### src/rtl/pipe_pkg.sv
// Shared definitions for the pipeline stage registers: FSM states,
// the NOP payload constant and per-stage control bit positions.
package pipe_pkg;

   typedef enum logic [1:0] {
      EMPTY = 2'd0,
      FULL  = 2'd1,
      SKID  = 2'd2
   } state_e;

   localparam logic [31:0] NOP_INSTR = 32'h00000013;

   localparam int EX_CTRL_ALU_SRC    = 0;
   localparam int EX_CTRL_BRANCH     = 1;
   localparam int EX_CTRL_JUMP       = 2;
   localparam int MEM_CTRL_MEM_READ  = 3;
   localparam int MEM_CTRL_MEM_WRITE = 4;
   localparam int WB_CTRL_REG_WRITE  = 5;
   localparam int WB_CTRL_MEM_TO_REG = 6;
   localparam int WB_CTRL_HALT       = 7;

   function automatic logic [1:0] state_count(state_e s);
      unique case (s)
         EMPTY:   return 2'd0;
         FULL:    return 2'd1;
         SKID:    return 2'd2;
         default: return 2'd0;
      endcase
   endfunction

endpackage

### src/rtl/pipe_entry_reg.sv
// One pipeline entry: payload, control bits and valid flag.
// Clear has priority over load; drop invalidates but keeps payload.
module pipe_entry_reg #(
   parameter int PAYLOAD_W = 256,
   parameter int CTRL_W    = 8,
   parameter logic [PAYLOAD_W-1:0] RESET_PAYLOAD = '0
) (
   input  logic                 i_clk,
   input  logic                 i_rst,
   input  logic                 i_clr,
   input  logic                 i_ld,
   input  logic                 i_drop,
   input  logic [PAYLOAD_W-1:0] i_data,
   input  logic [CTRL_W-1:0]    i_ctrl,
   output logic                 o_valid,
   output logic [PAYLOAD_W-1:0] o_data,
   output logic [CTRL_W-1:0]    o_ctrl
);

   logic                 valid_q, valid_d;
   logic [PAYLOAD_W-1:0] data_q, data_d;
   logic [CTRL_W-1:0]    ctrl_q, ctrl_d;

   always_comb begin
      valid_d = valid_q;
      data_d  = data_q;
      ctrl_d  = ctrl_q;
      if (i_clr) begin
         valid_d = 1'b0;
         data_d  = RESET_PAYLOAD;
         ctrl_d  = '0;
      end else if (i_ld) begin
         valid_d = 1'b1;
         data_d  = i_data;
         ctrl_d  = i_ctrl;
      end else if (i_drop) begin
         valid_d = 1'b0;
         ctrl_d  = '0;
      end
   end

   always_ff @(posedge i_clk or posedge i_rst) begin
      if (i_rst) begin
         valid_q <= 1'b0;
         data_q  <= RESET_PAYLOAD;
         ctrl_q  <= '0;
      end else begin
         valid_q <= valid_d;
         data_q  <= data_d;
         ctrl_q  <= ctrl_d;
      end
   end

   assign o_valid = valid_q;
   assign o_data  = data_q;
   assign o_ctrl  = ctrl_q;

endmodule

### src/rtl/pipe_stage_skid.sv
// Reusable pipeline boundary register with 2-entry skid buffer.
// Define PIPE_STAGE_SKID_PERF_EN to add stall/bubble counters.
module pipe_stage_skid
   import pipe_pkg::*;
#(
   parameter int PAYLOAD_W = 256,
   parameter int CTRL_W    = 8,
   parameter logic [PAYLOAD_W-1:0] RESET_PAYLOAD = {PAYLOAD_W{1'b0}},
   parameter int CNT_W     = 32
) (
   input  logic                 i_clk,
   input  logic                 i_rst,
   input  logic                 i_flush,
   input  logic                 i_valid,
   output logic                 o_ready,
   input  logic [PAYLOAD_W-1:0] i_data,
   input  logic [CTRL_W-1:0]    i_ctrl,
   output logic                 o_valid,
   input  logic                 i_ready,
   output logic [PAYLOAD_W-1:0] o_data,
   output logic [CTRL_W-1:0]    o_ctrl,
`ifdef PIPE_STAGE_SKID_PERF_EN
   output logic [CNT_W-1:0]     o_stall_cnt,
   output logic [CNT_W-1:0]     o_bubble_cnt,
`endif
   output logic [1:0]           o_count
);

   state_e state_q, state_d;

   logic                 m_valid, m_ld, m_drop;
   logic [PAYLOAD_W-1:0] m_data, m_ld_data;
   logic [CTRL_W-1:0]    m_ctrl, m_ld_ctrl;
   logic                 s_valid, s_ld, s_drop;
   logic [PAYLOAD_W-1:0] s_data;
   logic [CTRL_W-1:0]    s_ctrl;
   logic                 accept, pop;

   assign o_ready = (state_q != SKID);
   assign accept  = i_valid & o_ready;
   assign pop     = m_valid & i_ready;

   // skid is valid only in SKID, so it feeds main on the refill pop
   assign m_ld_data = s_valid ? s_data : i_data;
   assign m_ld_ctrl = s_valid ? s_ctrl : i_ctrl;

   always_comb begin
      state_d = state_q;
      m_ld    = 1'b0;
      m_drop  = 1'b0;
      s_ld    = 1'b0;
      s_drop  = 1'b0;
      if (i_flush) begin
         state_d = EMPTY;
      end else begin
         unique case (state_q)
            EMPTY: begin
               if (accept) begin
                  state_d = FULL;
                  m_ld    = 1'b1;
               end
            end
            FULL: begin
               if (accept && pop) begin
                  m_ld = 1'b1;
               end else if (accept) begin
                  state_d = SKID;
                  s_ld    = 1'b1;
               end else if (pop) begin
                  state_d = EMPTY;
                  m_drop  = 1'b1;
               end
            end
            SKID: begin
               if (pop) begin
                  state_d = FULL;
                  m_ld    = 1'b1;
                  s_drop  = 1'b1;
               end
            end
            default: state_d = EMPTY;
         endcase
      end
   end

   always_ff @(posedge i_clk or posedge i_rst) begin
      if (i_rst) state_q <= EMPTY;
      else       state_q <= state_d;
   end

   pipe_entry_reg #(
      .PAYLOAD_W    (PAYLOAD_W),
      .CTRL_W       (CTRL_W),
      .RESET_PAYLOAD(RESET_PAYLOAD)
   ) u_main (
      .i_clk  (i_clk),
      .i_rst  (i_rst),
      .i_clr  (i_flush),
      .i_ld   (m_ld),
      .i_drop (m_drop),
      .i_data (m_ld_data),
      .i_ctrl (m_ld_ctrl),
      .o_valid(m_valid),
      .o_data (m_data),
      .o_ctrl (m_ctrl)
   );

   pipe_entry_reg #(
      .PAYLOAD_W    (PAYLOAD_W),
      .CTRL_W       (CTRL_W),
      .RESET_PAYLOAD(RESET_PAYLOAD)
   ) u_skid (
      .i_clk  (i_clk),
      .i_rst  (i_rst),
      .i_clr  (i_flush),
      .i_ld   (s_ld),
      .i_drop (s_drop),
      .i_data (i_data),
      .i_ctrl (i_ctrl),
      .o_valid(s_valid),
      .o_data (s_data),
      .o_ctrl (s_ctrl)
   );

   assign o_valid = m_valid;
   assign o_data  = m_data;
   assign o_ctrl  = m_valid ? m_ctrl : '0;
   assign o_count = state_count(state_q);

`ifdef PIPE_STAGE_SKID_PERF_EN
   logic [CNT_W-1:0] stall_q, stall_d;
   logic [CNT_W-1:0] bubble_q, bubble_d;

   always_comb begin
      stall_d  = stall_q;
      bubble_d = bubble_q;
      if (m_valid && !i_ready && stall_q != '1)
         stall_d = stall_q + 1'b1;
      if (!m_valid && i_ready && bubble_q != '1)
         bubble_d = bubble_q + 1'b1;
   end

   always_ff @(posedge i_clk or posedge i_rst) begin
      if (i_rst) begin
         stall_q  <= '0;
         bubble_q <= '0;
      end else begin
         stall_q  <= stall_d;
         bubble_q <= bubble_d;
      end
   end

   assign o_stall_cnt  = stall_q;
   assign o_bubble_cnt = bubble_q;
`endif

endmodule

### config.mk
export PLATFORM = sky130hd
export DESIGN_NAME = pipe_stage_skid
export DESIGN_NICKNAME = d
export VERILOG_FILES = /design/src/rtl/pipe_pkg.sv /design/src/rtl/pipe_entry_reg.sv /design/src/rtl/pipe_stage_skid.sv
export SDC_FILE = /design/constraint.sdc
export NUM_CORES = 1
export LEC_CHECK = 0
export ABC_AREA = 1
export CAP_MARGIN = 20
export CELL_PAD_IN_SITES_DETAIL_PLACEMENT = 1
export CELL_PAD_IN_SITES_GLOBAL_PLACEMENT = 1
export CORE_MARGIN = 5
export CORE_UTILIZATION = 37
export DETAILED_ROUTE_END_ITERATION = 10
export GPL_TIMING_DRIVEN = 0
export PLACE_DENSITY = 0.79
export SYNTH_ARGS = -nofsm -noshare
export SYNTH_HDL_FRONTEND = slang
export SYNTH_SLANG_ARGS = --single-unit
### constraint.sdc
create_clock -name i_clk -period 21.3 [get_ports i_clk]
set_input_delay 4.26 -clock i_clk [delete_from_list [all_inputs] [get_ports i_clk]]
set_output_delay 4.26 -clock i_clk [all_outputs]
set_load 0.05 [all_outputs]
Yosys cells after proc, flatten, opt, wreduce, memory -nomap -nowiden
Cells that the tools add are included.

Flip-flop bits (word level): 532. Input bits: 269. Output and inout port bits: 268. Logic and storage cells: 64.

Equal/unequal tests: 7. Muxes and demuxes: 41. Bitwise gates (word level): 2. Reduce and logical (&&, ||, !) cells: 7.

Operators with widths (count): $mux W256 (5); $mux W8 (8); $mux W1 (19); $mux W2 (6); $ne A3 B3 Y1 const B (3); $pmux W2 S3 (1); $reduce_bool A3 Y1 (2); $ne A4 B4 Y1 const B (1); $pmux W2 S2 (1); $reduce_and A4 Y1 (1); $reduce_bool A2 Y1 (2); $pmux W1 S3 (1); $and A1 B1 Y1 (2); $eq A2 B1 Y1 const B (1); $eq A2 B2 Y1 const B (1); $logic_not A2 Y1 (1); $ne A2 B2 Y1 const B (1); $logic_and A1 B1 Y1 (1).

Depth between registers and ports, before layout
Gate-level depths: netlist of run 1.

Word-level depth: 9. Mapped depth: 11.

Hierarchy
A second synthesis of run 1 with hierarchy kept.

Cells, all modules: 2584. Area, all modules: 23522.6 µm².

By module, submodules not included: pipe_entry_reg (instances 2, cells an instance 1122, area an instance 9959.6 µm², seq. area each 6631.4 µm²); pipe_stage_skid (instances 1, cells an instance 340, area an instance 3603.5 µm², seq. area each 50.0 µm²).

Least setup slack after synthesis of run 1
No wires, ideal clock.

Path type: register to output. From: register state_q[0]. To: output o_ready. Arrival time: 1300 ps. Data required time: 17040 ps. Slack: 15740 ps. Stages on the path, launching flop included: 3. Cell sequence: dfrtp_1 -> nor2_2 -> inv_1.

Longest elaborated chain between the ends: 1.

Ends and longest elaborated chain: start, declared (line pipe_stage_skid.sv:29) `state_e state_q, state_d;`; start signal, assigned (line pipe_stage_skid.sv:88) `else state_q <= state_d;`; $ne A2 B2 Y1 (line pipe_stage_skid.sv:39) `assign o_ready = (state_q != SKID);`; end, declared (line pipe_stage_skid.sv:15) `output logic o_ready,`.

No other way between the ends.

Worst setup path after layout of run 1
From: register state_q[1]. To: output o_count[0].

Longest elaborated chain between the ends: 2. Elaborated cells on any way between the ends: 3. Those cells by class: 2 x eq/ne; 1 x mux.

Ends and longest elaborated chain: $eq A2 B2 Y1 / $eq A2 B1 Y1 (equally long branches) (line pipe_pkg.sv:23) `unique case (s)`; $pmux W2 S2 (*) (line pipe_pkg.sv:23); end, declared (line pipe_stage_skid.sv:26) `output logic [1:0] o_count`.

Every way passes the cells marked *; elsewhere a longest branch is shown, timed or not.

==> flow_metrics.env, run 1 <==
export IMPL_r2r_start="u_skid.o_valid"
export IMPL_drc=0
export IMPL_fmax_ghz=0.156
export IMPL_clk_insertion_delay_late_ns=0.61
export IMPL_grt_pass1_vias=23400
export IMPL_die_w_um=260
export IMPL_ctsHoldBuffers=0
export IMPL_period_share_pct=30.2
export IMPL_final_cell_mix="nand2_1, clkdlybuf4s50_1, dfrtp_1, inv_1"
export IMPL_finalSetupViolCount=0
export IMPL_nNetsFinal=3733
export IMPL_dieArea_um2=67700
export IMPL_syn_to_final_growth_pct=36.7
export IMPL_final_setup_tns_ns=0
export IMPL_finalHoldViolCount=0
export IMPL_start_util_pct=37.5
export IMPL_leakage_uw=0.0151
export IMPL_critPathArrivalTime_ns=2.16
export IMPL_drt_wl_total_um=86000
export IMPL_hp_class="reg -> reg"
export IMPL_worst_pin_slew_ns=1.10
export IMPL_cp_end_kind="output port"
export IMPL_yosysUniqueCellTypes=25
export IMPL_drive_above_1_share_pct=6.61
export IMPL_synth_area_um2=23200
export IMPL_grt_pass1_wl_um=134000
export IMPL_coreArea_um2=61800
export IMPL_synth_top_cell_area_share_pct=57.5
export IMPL_stdcell_area_um2=31700
export IMPL_max_cap_violations=0
export IMPL_rsz0062_at_grt="no"
export IMPL_postCtsSetupBuffers=0
export IMPL_dp_hpwl_um=63900
export IMPL_globalRouteOverflowTotal=0
export IMPL_path_class="reg -> out"
export IMPL_grt_max_degree=129
export IMPL_clock_skew_ns=0.0117
export IMPL_status="complete, no violations"
export IMPL_track_usage_pct=24.8
export IMPL_worst_slack_ns=14.88
export IMPL_floorplan_io_pins=537
export IMPL_yosysWarnings=0
export IMPL_yosys_area_top_type="dfrtp_1"
export IMPL_startpoint="state_q[1]"
export IMPL_cts_tree="done"
export IMPL_start_kind="flip-flop"
export IMPL_hold_start="u_main.o_data[113]"
export IMPL_viasPerCell=4.92
export IMPL_peakVddDrop_mv=0.0617
export IMPL_clk_pin_slew_ns=0.06
export IMPL_wl_per_cell_um=19.7
export IMPL_dr_pass1_iters=5
export IMPL_ys_ff_latch=532
export IMPL_finalCriticalPeriod_ns=6.42
export IMPL_die_height_um=260
export IMPL_ant_nets=0
export IMPL_htreeDepth=2
export IMPL_slew_viol_final=0
export IMPL_antenna_found_initial=31
export IMPL_synth_area_leaders="dfrtp_1, nand2_1, a21oi_1, inv_1, o21ai_1"
export IMPL_required_ns=17.04
export IMPL_cts_buffers=58
export IMPL_clockBufferDepth=3
export IMPL_clkSinkCount=532
export IMPL_place_congestion=0.864
export IMPL_rows=91
export IMPL_syn_inst=2864
export IMPL_powerDensity_nw_per_um2=87.4
export IMPL_final_common_cell="nand2_1"
export IMPL_pre_cts_slack_ns=14.72
export IMPL_crit_fanout=7
export IMPL_io_buffers=536
export IMPL_synth_seq_area_share_pct=57.5
export IMPL_drt_iter0_markers=1073
export IMPL_dr_total_vias=21500
export IMPL_avgSynthCellArea_um2=8.09
export IMPL_n_fill_cell=7383
export IMPL_cts_root_buffer="clkbuf_16"
export IMPL_max_slew_margin_pct=26.6
export IMPL_cts_resized=0
export IMPL_dpl_cell_area_um2=29700
export IMPL_syn_nets=3133
==> critical path, cell delays in order, from the launching register on <==
cell and delay [ns]:
dfrtp_1 0.37, inv_2 0.11, nand2_1 0.09, inv_2 0.07
clkdlybuf4s50_1 0.91
==> sequential cells by signal, indices dropped and copies added (netlist names) <==
name	cells
u_skid.o_valid	1
u_skid.o_data	256
u_main.o_valid	1
state_q	2
u_main.o_data	256
u_main.o_ctrl	8
u_skid.o_ctrl	8
==> cell type report <==
cell class	count	area [um^2]	share of cell area, %
sequential	532	13300	42.0
multi-input combinational	1882	7910	25.0
timing repair buffer	540	5480	17.3
clock buffer	86	1730	5.46
tap	837	1050	3.31
inverter	274	1040	3.27
buffer	176	921	2.91
clock inverter	19	201	0.636
antenna	15	37.5	0.119
==> where the power goes <==
group / internal (uW) / total [uW] / switching [uW]
logic: 200 / 617 / 417
clock network: 606 / 1030 / 422
registers: 1080 / 1120 / 38.8
total: 1890 / 2770 / 878
==> cell families (layout without fill, tap and decap cells) <==
logic type / count (synthesis) / after routing / share of synthesized area, %
AND/OR/NAND/NOR: 1358 / 1358 / 22.6
flip-flops: 532 / 532 / 57.5
AO/OA/AOI/OAI: 516 / 516 / 11.2
buffers and inverters: 450 / 1095 / 8.41
other: 0 / 15 / 0
multiplexers: 8 / 8 / 0.389
==> through the flow <==
stage | power [uW] | hold slack, ns | utilization, % | std cells
3_3_place_gp | 1740 | 0.448 | 47.8 | 4237
2_1_floorplan | 1500 | 0.436 | - | 2864
4_1_cts | 2800 | 0.472 | 51.2 | 4346
3_5_place_dp | 1760 | 0.457 | 48.0 | 4241
6_report | 2770 | 0.469 | 51.2 | 4361
5_1_grt | 2890 | 0.489 | 51.2 | 4353
==> Yosys cell counts (all sizes together) <==
master / number
nand2: 1085
dfrtp: 532
o21ai: 298
inv: 274
nor2: 220
a21oi: 217
buf: 120
clkbuf: 56
nand3: 42
nand4: 10
mux2: 8
nor3: 1
o31ai: 1
==> worst paths after layout <==
path | to | slack [ns] | depth (start not counted)
min in group asynchronous | u_main.o_data[124] | 4.17 | 2
worst min-delay path | u_main.o_data[113] | 0.47 | 2
worst max-delay path | o_count[0] | 14.88 | 4
worst min register to register | u_main.o_data[113] | 0.47 | 2
worst max register to register | u_main.o_data[134] | 18.95 | 7
max in group asynchronous | u_main.o_data[193] | 15.51 | 4
==> routing by layer <==
metal  wire [um]  GRT usage, %  share of wire [%]
met4        2360          6.77                2.7
met3        5740          6.90                6.7
met5         184             0               0.21
met1       34600          29.6                 40
met2       43100          44.0                 50
(Power assumes the default switching activity.)
==> run 2: changes to the inputs <==
==> constraint.sdc (replaced) <==
create_clock -name i_clk -period 6.5 [get_ports i_clk]
set_input_delay 1.3 -clock i_clk [delete_from_list [all_inputs] [get_ports i_clk]]
set_output_delay 1.3 -clock i_clk [all_outputs]
set_load 0.05 [all_outputs]
==> run 2 against run 1 <==
Against the previous run:
- count of clock-buffer cells in the layout increased by 4
- clock power increased to 3.3 times the previous value
- routed wire length increased by 2.3%
- worst hold slack about the same
- flip-flop and latch count unchanged
- first-iteration DRC count increased by 6.6%
- via count increased by 1.0%
- setup slack got worse by 12 ns
- register-to-register slack got worse by 15 ns
- total power increased to 3.3 times the previous value
- combinational power increased to 3.3 times the previous value
- non-clock buffer count increased by 11
- critical path type unchanged
- largest power group unchanged
==> flow_metrics.env, run 2 (synthesized netlist as in run 1, its figures left out) <==
export IMPL_cts_buffers=59
export IMPL_htreeDepth=2
export IMPL_path_cells="nor2_2, clkdlybuf4s50_1"
export IMPL_critPathArrivalTime_ns=2.17
export IMPL_viasPerCell=4.95
export IMPL_seq_area_um2=13300
export IMPL_power_uw=9130
export IMPL_dr_total_vias=21700
export IMPL_syn_to_final_growth_pct=37.7
export IMPL_floorplan_io_pins=537
export IMPL_finalCriticalPeriod_ns=3.47
export IMPL_rows=91
export IMPL_place_congestion=0.866
export IMPL_max_cap_violations=0
export IMPL_critPathSlowestCell="clkdlybuf4s50_1"
export IMPL_hp_class="reg -> reg"
export IMPL_grt_pass1_wl_um=135000
export IMPL_peakVddDrop_mv=0.202
export IMPL_start_kind="flip-flop"
export IMPL_io_buffers=536
export IMPL_required_ns=5.20
export IMPL_start_util_pct=37.5
export IMPL_track_usage_pct=25.3
export IMPL_dp_hpwl_um=65900
export IMPL_hold_ws_ns=0.469
export IMPL_rsz0062_at_grt="no"
export IMPL_final_cell_mix="nand2_1, clkdlybuf4s50_1, dfrtp_1, inv_1"
export IMPL_place_inst=4252
export IMPL_dr_pass1_iters=5
export IMPL_final_common_cell="nand2_1"
export IMPL_fmax_ghz=0.288
export IMPL_max_slew_margin_pct=22.1
export IMPL_crit_family="buffers and inverters"
export IMPL_cp_end_kind="output port"
export IMPL_cts_resized=0
export IMPL_path_class="reg -> out"
export IMPL_finalNonFillerCells=4377
export IMPL_grt_max_degree=43
export IMPL_status="complete, no violations"
export IMPL_drt_iter0_markers=1144
export IMPL_n_fill_cell=7366
export IMPL_clkSinkCount=532
export IMPL_stdcell_area_um2=31900
export IMPL_cts_root_buffer="clkbuf_16"
export IMPL_grt_pass1_vias=24000
export IMPL_powerDensity_nw_per_um2=286
export IMPL_die_height_um=260
export IMPL_coreArea_um2=61800
export IMPL_worst_pin_slew_ns=1.17
export IMPL_period_share_pct=53.4
export IMPL_ant_nets=0
export IMPL_crit_fanout=5
export IMPL_antenna_found_initial=34
export IMPL_postCtsSetupBuffers=0
export IMPL_finalHoldViolCount=0
export IMPL_worst_slack_ns=3.03
export IMPL_ctsHoldBuffers=0
export IMPL_clk_pin_slew_ns=0.06
export IMPL_multi_input_area_um2=7910
export IMPL_globalRouteOverflowTotal=0
export IMPL_finalSetupViolCount=0
export IMPL_clk_insertion_delay_late_ns=0.61
export IMPL_die_w_um=260
export IMPL_drt_wl_total_um=88000
export IMPL_nNetsFinal=3745
export IMPL_cpPeakStageDelay_ns=0.93
export IMPL_clockBufferDepth=3
export IMPL_clock_skew_ns=0.0133
export IMPL_wl_per_cell_um=20.1
export IMPL_pre_cts_slack_ns=2.83
export IMPL_dpl_cell_area_um2=29900
export IMPL_path_buf_inv=1
export IMPL_r2r_setup_slack_ns=3.97
export IMPL_cts_tree="done"
export IMPL_drc=0
export IMPL_dieArea_um2=67700
export IMPL_drive_above_1_share_pct=6.77
export IMPL_leakage_uw=0.0152
export IMPL_slew_viol_final=0
-- run 2: changes by cell type in the layout (fill, tap and decap cells not counted), moves of 2 or more --
| cell | change |
|---|---|
| diode_2 | +7 |
| clkbuf_16 | +2 |
| clkinv_2 | -5 |
| clkbuf_1 | +3 |
| buf_16 | -3 |
| buf_12 | +14 |
-- run 2: tightest hold or removal path: stages, from the launching register on --
cell and delay, ns:
dfrtp_1 0.34, nand2_1 0.05, nand2_1 0.05
-- run 2: path summary, 6_finish.rpt --
path,from,endpoint,cells after the start
worst max-delay path,state_q[0],o_count[1],2
worst min-delay path,u_main.o_data[14],u_main.o_data[14],2
worst max register to register,u_skid.o_valid,u_main.o_data[103],7
worst min register to register,u_main.o_data[14],u_main.o_data[14],2
max in group asynchronous,i_rst,u_skid.o_data[232],7
min in group asynchronous,i_rst,u_main.o_data[129],2
-- run 2: routing by layer --
layer  vias to the layer above  global-route usage (%)  wire length, um
met5                         -                       0              150
met2                       560                    44.4            44100
met3                       206                    6.90             6070
met1                     10800                    29.1            34100
met4                        24                    10.5             3590
li1                      10100                       -                -
-- run 2: area by class of cell --
cell class              count  share of cell area [%]
flip-flops and latches    532                    41.7
inverters                 274                    3.24
well taps                 837                    3.28
diodes                     22                   0.173
clock buffers              90                    5.57
clock inverters            13                   0.530
multi-input cells        1882                    24.8
repair buffers            551                    17.8
plain buffers             176                    2.89
-- run 2: report_power, final --
| group | switching (uW) | internal [uW] | leakage [uW] |
|---|---|---|---|
| clock network | 1380 | 2020 | 0.000963 |
| logic | 1380 | 668 | 0.00699 |
| registers | 131 | 3550 | 0.00724 |
| total | 2890 | 6240 | 0.0152 |
-- run 2: stage by stage --
stage / utilization [%] / TNS [ns]
floorplan: - / -1081.06
global placement: 47.9 / -2908.29
detailed placement: 48.3 / 0
CTS: 51.5 / 0
global route: 51.6 / 0
finish: 51.6 / 0
==> run 3: changes to the inputs <==
==> constraint.sdc (replaced) <==
create_clock -name i_clk -period 3.6 [get_ports i_clk]
set_input_delay 0.72 -clock i_clk [delete_from_list [all_inputs] [get_ports i_clk]]
set_output_delay 0.72 -clock i_clk [all_outputs]
set_load 0.05 [all_outputs]
==> results of run 3 <==
Same layout as run 2 (identical final DEF). Status: complete, no violations.
Among the figures that moved: setup slack after placement 2.83 ns -> 0.509 ns; setup slack after layout 3.03 ns -> 0.712 ns; register-to-register setup slack 3.97 ns -> 1.07 ns; total power 9130 uW -> 16500 uW; worst IR drop on VDD 0.202 mV -> 0.365 mV
